$ cat src/rtl/fir_output_decimator.sv
// FIR audio output stage: decimates the accumulator by PERIOD, scales by >>> SHIFT and clamps to OUT_W.
// Optional round-half-up before the shift is enabled by defining FIR_OUT_ROUND_EN.
module fir_output_decimator #(
    parameter int ACC_W  = 25,
    parameter int OUT_W  = 20,
    parameter int SHIFT  = 5,
    parameter int PERIOD = 8,
    parameter int CNT_W  = 4
) (
    input  logic                    clk,
    input  logic                    reset,
    input  logic                    en,
    input  logic                    sync_clr,
    input  logic                    sat_clr,
    input  logic signed [ACC_W-1:0] acc_in,
    output logic signed [OUT_W-1:0] dout,
    output logic                    dout_valid,
    output logic                    sat_flag,
    output logic [CNT_W-1:0]        phase
);

    // One guard bit above the accumulator so the rounding add cannot wrap.
    localparam int EXT_W = ACC_W + 1;
    localparam logic [CNT_W-1:0] LAST_PHASE = CNT_W'(PERIOD - 1);
    localparam logic signed [EXT_W-1:0] MAX_EXT = {{(EXT_W-OUT_W+1){1'b0}}, {(OUT_W-1){1'b1}}};
    localparam logic signed [EXT_W-1:0] MIN_EXT = {{(EXT_W-OUT_W+1){1'b1}}, {(OUT_W-1){1'b0}}};
`ifdef FIR_OUT_ROUND_EN
    localparam logic signed [EXT_W-1:0] RND_EXT = EXT_W'(1) << (SHIFT - 1);
`endif

    if (ACC_W < OUT_W + SHIFT) begin : g_bad_width
        $error("fir_output_decimator: ACC_W must be >= OUT_W + SHIFT");
    end
    if (SHIFT < 1 || PERIOD < 2 || (1 << CNT_W) < PERIOD) begin : g_bad_param
        $error("fir_output_decimator: need SHIFT>=1, PERIOD>=2, 2**CNT_W>=PERIOD");
    end

    function automatic logic signed [EXT_W-1:0] scale(input logic signed [ACC_W-1:0] a);
        logic signed [EXT_W-1:0] x;
        x = {a[ACC_W-1], a};
`ifdef FIR_OUT_ROUND_EN
        x = x + RND_EXT;
`endif
        return x >>> SHIFT;
    endfunction

    function automatic logic is_clipped(input logic signed [EXT_W-1:0] s);
        return (s > MAX_EXT) || (s < MIN_EXT);
    endfunction

    function automatic logic signed [OUT_W-1:0] saturate(input logic signed [EXT_W-1:0] s);
        if (s > MAX_EXT) return MAX_EXT[OUT_W-1:0];
        if (s < MIN_EXT) return MIN_EXT[OUT_W-1:0];
        return s[OUT_W-1:0];
    endfunction

    logic signed [EXT_W-1:0] scaled_p0;
    logic                    clip_p0;
    logic                    capture_p0;
    logic [CNT_W-1:0]        phase_p0;
    logic signed [OUT_W-1:0] dout_p1;
    logic                    vld_p1;
    logic                    sat_p1;

    // Stage p0: frame phase and capture decision; sync_clr overrides a capture.
    assign scaled_p0  = scale(acc_in);
    assign clip_p0    = is_clipped(scaled_p0);
    assign capture_p0 = en && !sync_clr && (phase_p0 == LAST_PHASE);

    always_ff @(posedge clk) begin
        if (reset) begin
            phase_p0 <= '0;
        end else if (sync_clr) begin
            phase_p0 <= '0;
        end else if (en) begin
            phase_p0 <= (phase_p0 == LAST_PHASE) ? '0 : phase_p0 + CNT_W'(1);
        end
    end

    // Stage p1: registered sample, one-cycle strobe and sticky clip flag.
    always_ff @(posedge clk) begin
        if (reset) begin
            dout_p1 <= '0;
            vld_p1  <= 1'b0;
            sat_p1  <= 1'b0;
        end else begin
            vld_p1 <= capture_p0;
            if (capture_p0) begin
                dout_p1 <= saturate(scaled_p0);
            end
            // A clamp in the same cycle as sat_clr must leave the flag set.
            if (capture_p0 && clip_p0) begin
                sat_p1 <= 1'b1;
            end else if (sat_clr) begin
                sat_p1 <= 1'b0;
            end
        end
    end

    assign dout       = dout_p1;
    assign dout_valid = vld_p1;
    assign sat_flag   = sat_p1;
    assign phase      = phase_p0;

endmodule

$ cat config.mk
export PLATFORM = sky130hd
export DESIGN_NAME = fir_output_decimator
export DESIGN_NICKNAME = d
export VERILOG_FILES = /design/src/rtl/fir_output_decimator.sv
export SDC_FILE = /design/constraint.sdc
export NUM_CORES = 1
export LEC_CHECK = 0
export ABC_CLOCK_PERIOD_IN_PS = 3000
export BUFFER_PORTS_ARGS = -buffer_cell sky130_fd_sc_hd__clkbuf_2
export CAP_MARGIN = 30
export CORE_MARGIN = 2
export CORE_UTILIZATION = 48
export CTS_BUF_LIST = sky130_fd_sc_hd__clkbuf_16
export DETAILED_ROUTE_END_ITERATION = 6
export PLACE_DENSITY = 0.79
export SYNTH_ARGS = -nofsm -noshare
export SYNTH_HDL_FRONTEND = slang
export SYNTH_SLANG_ARGS = --single-unit
$ cat constraint.sdc
create_clock -name clk -period 3 [get_ports clk]
set_input_delay 0.3 -clock clk [delete_from_list [all_inputs] [get_ports clk]]
set_output_delay 0.3 -clock clk [all_outputs]
set_load 0.005 [all_outputs]
==> results of run 1 <==
==> kinds of logic after synthesis <==
family,after synthesis,share of synthesized area
AO/OA/AOI/OAI,2,0.01732
XOR/XNOR,1,0.007577
adder cells (fa/ha/maj),1,0.01082
buffers and inverters,7,0.04328
flip-flops,26,0.4502
multiplexers,21,0.1818
AND/OR/NAND/NOR,53,0.2890
==> registers in the layout, indices dropped and copies added, names as in the netlist <==
signal,cells
dout_valid,1
phase,4
sat_flag,1
dout,20
==> layout by cell type (no fill, tap or decap), types with 2 or more instances in the layout <==
master,n
mux2i_1,21
dfxtp_1,26
nand2b_1,41
nand2_1,2
clkbuf_2,50
nor3_1,3
nand3b_1,2
clkbuf_16,3
==> worst paths after layout <==
kind	from	endpoint	slack (ns)	cells after the start
min reg2reg	dout[0]$_SDFFE_PP0N_	dout[0]$_SDFFE_PP0N_	0.48	2
max reg2reg	phase[0]$_SDFFE_PP0P_	dout[16]$_SDFFE_PP0N_	1.27	4
min	sat_clr	sat_flag$_SDFFE_PP0P_	0.21	2
max	phase[0]$_SDFFE_PP0P_	dout[16]$_SDFFE_PP0N_	1.27	4
==> report_power, final <==
group	internal, W	switching [W]	total, W
registers	0.000346	0.000000930	0.000347
logic	0.0000243	0.0000169	0.0000412
clock network	0.000176	0.000102	0.000278
==> metrics by stage <==
stage | power (W) | area [sq um] | cells | hold slack (ns)
2_1_floorplan | 0.0003767 | 1156 | 111 | 0.3730
3_3_place_gp | 0.0003950 | 1391 | 182 | 0.4577
3_5_place_dp | 0.0003966 | 1391 | 182 | 0.4684
4_1_cts | 0.0006737 | 1466 | 185 | 0.2106
5_1_grt | 0.0006935 | 1466 | 185 | 0.2057
6_report | 0.0006662 | 1466 | 185 | 0.2102
==> metal layers <==
layer | wire length (microns) | up-vias
li1 | - | 456
met1 | 827 | 413
met5 | 0 | -
met4 | 14 | 0
met2 | 1008 | 27
met3 | 163 | 2
==> final cells by class <==
cell class / instances / area [sq um] / share of cell area
clock buffer: 3 / 75.07 / 0.05119
timing repair buffer: 50 / 250.2 / 0.1706
tap: 28 / 35.03 / 0.02389
multi-input combinational: 78 / 585.6 / 0.3993
sequential: 26 / 520.5 / 0.3549
==> impl_metrics.py, run 1 <==
metrics = {
    "run_status": {
        "status": "completed",
    },
    "layout": {
        "fin_util": 0.6504,
        "n_antenna_cell": 0,
        "area_delta_synth_final_pct": 26.84,
        "fillerInstances": 187,
        "final_nets": 190,
        "drive_above_1_share": 0.3503,
    },
    "logic_synthesis": {
        "async_reset_ff_frac": 0,
        "yosysMostFrequentCell": "nand2b_1",
        "ys_ff_latch": 26,
        "yosys.area.top_type": "dfxtp_1",
        "synth_fp_nets": 142,
        "synth_top_area_frac": 0.4502,
        "synth_cell_types": 18,
        "syn_avg_cell_area_sq_um": 10.42,
        "synthTopCellsByArea": "dfxtp_1 (45%), nand2b_1 (22%), mux2i_1 (18%)",
        "yosys_warnings": 0,
        "synthCells": 111,
        "yosysSeqAreaShare": 0.4502,
        "synth_area_sq_um": 1156,
        "synthFlopType": "dfxtp_1",
        "synth_edf_count": 0,
        "synth_commonest_cells": "nand2b_1 (41), dfxtp_1 (26), mux2i_1 (21), clkbuf_1 (4), nor3_1 (3)",
    },
    "setup_path": {
        "slowest_stage": "nor2_4",
        "crit_type": "register to register",
        "critPathTopFamily": "simple AND/OR/NAND/NOR gates",
        "start_kind": "register",
        "cp.arrival_ns": 1.91,
        "required_ns": 3.18,
        "max_stage_delay_ns": 0.60,
        "worstPathCellList": "ha_1, nand4b_1, nor2_4, mux2i_1",
        "cp.buffers_inverters": 0,
        "path_max_fanout": 20,
        "crit_path_end_kind": "register",
    },
    "timing": {
        "hold_viol_final": 0,
        "min_period_over_period": 0.5774,
        "drv_slew": 0,
        "fin_worst_skew_ns": 0.002135,
        "min_period_ns": 1.732,
        "setup_viol": 0,
        "setup_ws_ns": 1.268,
        "tns_ns": 0,
        "maxSlewHeadroom": 0.5145,
        "worst_slew_pin_slew_ns": 0.7265,
        "rsz0062_at_grt": "false",
        "fmax_mhz": 577.3,
    },
    "cts": {
        "root_buffer": "clkbuf_16",
        "clk_pin_slew_worst_paths_ns": 0.06,
        "cts_made_buffers": 3,
        "cts_hold_buf": 0,
        "cts_resized": 0,
        "cts_tree": "yes",
        "ctsHtreeMaxLevel": 1,
        "clock_latency_ns": 0.25,
        "cts_max_path_buffers": 2,
        "cts.sinks": 26,
        "cts_setup_buffers": 0,
    },
    "grt": {
        "antenna_found_initial": 0,
        "overflow": 0,
        "use_met1": 0.1745,
        "grt_busiest_layer": "met2",
        "grt_pass1_vias": 815,
        "use_met2": 0.2833,
        "grt_max_degree": 47,
        "grt_use_met3": 0.04802,
        "grt_pass1_wl_microns": 3277,
        "grt.total_usage": 0.1575,
    },
    "drt": {
        "ant_nets": 0,
        "drt-vias-per-instance": 4.854,
        "wl_per_cell_microns": 10.89,
        "first_iter_violations": 4,
        "num_vias": 898,
        "firstDrtPassIters": 4,
        "drc_errors": 0,
        "drt_wl_total_microns": 2014,
    },
    "floorplan": {
        "core_sq_um": 2255,
        "start_util": 0.5128,
        "num_rows": 17,
        "die_h_microns": 53.08,
        "die_w_microns": 53.08,
        "pin_count": 56,
        "dieArea_sq_um": 2817,
    },
    "placed_design": {
        "pre_cts_slack_ns": 1.247,
        "port_buffers": 50,
        "place_congestion": 0.7389,
        "dp_hpwl_microns": 1534,
    },
    "flow_run": {
        "drv_cap": 0,
    },
    "power": {
        "leakagePower_nw": 0.6118,
        "power_density_nw_per_um2": 454.3,
        "ir_drop_mv": 0.2924,
    },
    "min_path": {
        "hp-class": "input port to register",
    },
}
(Power assumes the default switching activity.)
==> inputs of run 2 (changes only) <==
==> config.mk (replaced) <==
export PLATFORM = sky130hd
export DESIGN_NAME = fir_output_decimator
export DESIGN_NICKNAME = d
export VERILOG_FILES = /design/src/rtl/fir_output_decimator.sv
export SDC_FILE = /design/constraint.sdc
export NUM_CORES = 1
export LEC_CHECK = 0
export ABC_CLOCK_PERIOD_IN_PS = 1670
export BUFFER_PORTS_ARGS = -buffer_cell sky130_fd_sc_hd__clkbuf_2
export CAP_MARGIN = 30
export CORE_MARGIN = 2
export CORE_UTILIZATION = 45
export CTS_BUF_LIST = sky130_fd_sc_hd__clkbuf_16
export DETAILED_ROUTE_END_ITERATION = 6
export PLACE_DENSITY = 0.74
export SYNTH_ARGS = -nofsm -noshare
export SYNTH_HDL_FRONTEND = slang
export SYNTH_SLANG_ARGS = --single-unit
==> constraint.sdc (replaced) <==
create_clock -name clk -period 1.67 [get_ports clk]
set_input_delay 0.167 -clock clk [delete_from_list [all_inputs] [get_ports clk]]
set_output_delay 0.167 -clock clk [all_outputs]
set_load 0.005 [all_outputs]
==> impl_metrics.py, run 2 (synthesized netlist as in run 1, its figures left out) <==
metrics = {
    "setup_path": {
        "crit_path_end_kind": "register",
        "start_kind": "register",
        "cp.arrival_ns": 1.64,
        "r2r_slack_ns": 0.21,
        "required_ns": 1.85,
        "path_max_fanout": 10,
        "crit_type": "register to register",
    },
    "placed_design": {
        "dp_cells": 186,
        "dp_hpwl_microns": 1629,
        "place_congestion": 0.6538,
        "port_buffers": 50,
    },
    "grt": {
        "grt_max_degree": 47,
        "overflow": 0,
        "antenna_found_initial": 0,
        "grt.total_usage": 0.1495,
        "grt_pass1_wl_microns": 3146,
        "grt_pass1_vias": 750,
    },
    "floorplan": {
        "start_util": 0.4709,
        "dieArea_sq_um": 2990,
        "pin_count": 56,
        "core_sq_um": 2455,
        "die_h_microns": 54.69,
        "num_rows": 18,
        "die_w_microns": 54.69,
    },
    "power": {
        "comb_power_share": 0.062,
        "power_density_nw_per_um2": 821.2,
        "pwr-share-clk": 0.428,
        "switching_share": 0.1936,
        "leakagePower_nw": 0.6243,
        "ir_drop_mv": 0.6645,
        "power.internal_w": 0.0009851,
        "p_seq_frac": 0.510,
        "p_switching_w": 0.0002366,
    },
    "timing": {
        "fmax_mhz": 685.8,
        "min_period_over_period": 0.8731,
        "hold_viol_final": 0,
        "setup_viol": 0,
        "drv_slew": 0,
        "fin_worst_skew_ns": 0.001852,
        "tns_ns": 0,
        "worst_slew_pin_slew_ns": 0.6047,
        "min_period_ns": 1.458,
        "maxSlewHeadroom": 0.5969,
        "rsz0062_at_grt": "false",
    },
    "cts": {
        "ctsHtreeMaxLevel": 1,
        "cts_made_buffers": 3,
        "cts_tree": "yes",
        "root_buffer": "clkbuf_16",
        "cts_max_path_buffers": 2,
        "cts_resized": 0,
        "cts_setup_buffers": 0,
        "clk_pin_slew_worst_paths_ns": 0.06,
        "cts_hold_buf": 0,
        "clock_latency_ns": 0.25,
        "cts.sinks": 26,
    },
    "drt": {
        "ant_nets": 0,
        "drt_wl_total_microns": 2198,
        "wl_per_cell_microns": 11.57,
        "drt-vias-per-instance": 4.695,
        "drc_errors": 0,
        "first_iter_violations": 6,
        "firstDrtPassIters": 4,
        "num_vias": 892,
    },
    "layout": {
        "final_nets": 192,
        "final_common_cell": "clkbuf_2",
        "final_cells": 190,
        "fillerInstances": 215,
        "drive_above_1_share": 0.3563,
        "layout_common_cells": "clkbuf_2 (50), nand2b_1 (41), dfxtp_1 (26)",
        "largest_reg_flops": 20,
        "area_delta_synth_final_pct": 28.68,
        "n_antenna_cell": 0,
    },
    "min_path": {
        "hp-class": "input port to register",
    },
    "flow_run": {
        "drv_cap": 0,
    },
    "run_status": {
        "status": "completed",
    },
}
[run 2: layout make-up]
| class | count | area (sq um) | area share |
|---|---|---|---|
| flip-flops and latches | 26 | 520.5 | 0.3499 |
| multi-input cells | 78 | 585.6 | 0.3936 |
| well taps | 30 | 37.54 | 0.02523 |
| clock inverters | 1 | 3.754 | 0.002523 |
| repair buffers | 52 | 265.3 | 0.1783 |
| clock buffers | 3 | 75.07 | 0.05046 |
[run 2: power groups by stage]
stage / clock, W / combinational, W / sequential [W]
global route: 0.000567 / 0.0000837 / 0.000623
CTS: 0.000538 / 0.0000766 / 0.000623
global placement: 0 / 0.0000729 / 0.000637
finish: 0.000523 / 0.0000752 / 0.000623
detailed placement: 0 / 0.0000756 / 0.000637
floorplan: 0 / 0.0000397 / 0.000637
[run 2: path summary, 6_finish.rpt]
path	depth (start not counted)	from	endpoint
worst max-delay path	5	phase[0]$_SDFFE_PP0P_	dout[4]$_SDFFE_PP0N_
worst min-delay path	2	sat_clr	sat_flag$_SDFFE_PP0P_
worst max register to register	5	phase[0]$_SDFFE_PP0P_	dout[4]$_SDFFE_PP0N_
worst min register to register	1	sat_flag$_SDFFE_PP0P_	sat_flag$_SDFFE_PP0P_
[run 2: metrics by stage]
| stage | hold slack, ns | instance area [sq um] | setup WS [ns] | total power [W] | utilization |
|---|---|---|---|---|---|
| 2_1_floorplan | 0.2400 | 1156 | 0.3920 | 0.0006767 | - |
| 3_3_place_gp | 0.3281 | 1409 | 0.2885 | 0.0007099 | 0.5739 |
| 3_5_place_dp | 0.3371 | 1409 | 0.2034 | 0.0007128 | 0.5739 |
| 4_1_cts | 0.06657 | 1488 | 0.1857 | 0.001238 | 0.6060 |
| 5_1_grt | 0.07186 | 1488 | 0.07673 | 0.001274 | 0.6060 |
| 6_report | 0.06630 | 1488 | 0.2119 | 0.001222 | 0.6060 |
[run 2: layer usage]
metal	GRT usage	vias to the layer above	wire length [microns]
met5	0	-	0
met4	0.06250	0	10
met3	0.03279	2	96
met2	0.2579	20	1132
met1	0.1768	406	958
li1	-	464	-
[run 2: critical path, stage by stage (launching register included)]
cell and delay [ns]:
dfxtp_1 0.39, ha_1 0.23, nand4b_1 0.18, nor2_4 0.13, buf_4 0.22, mux2i_1 0.22
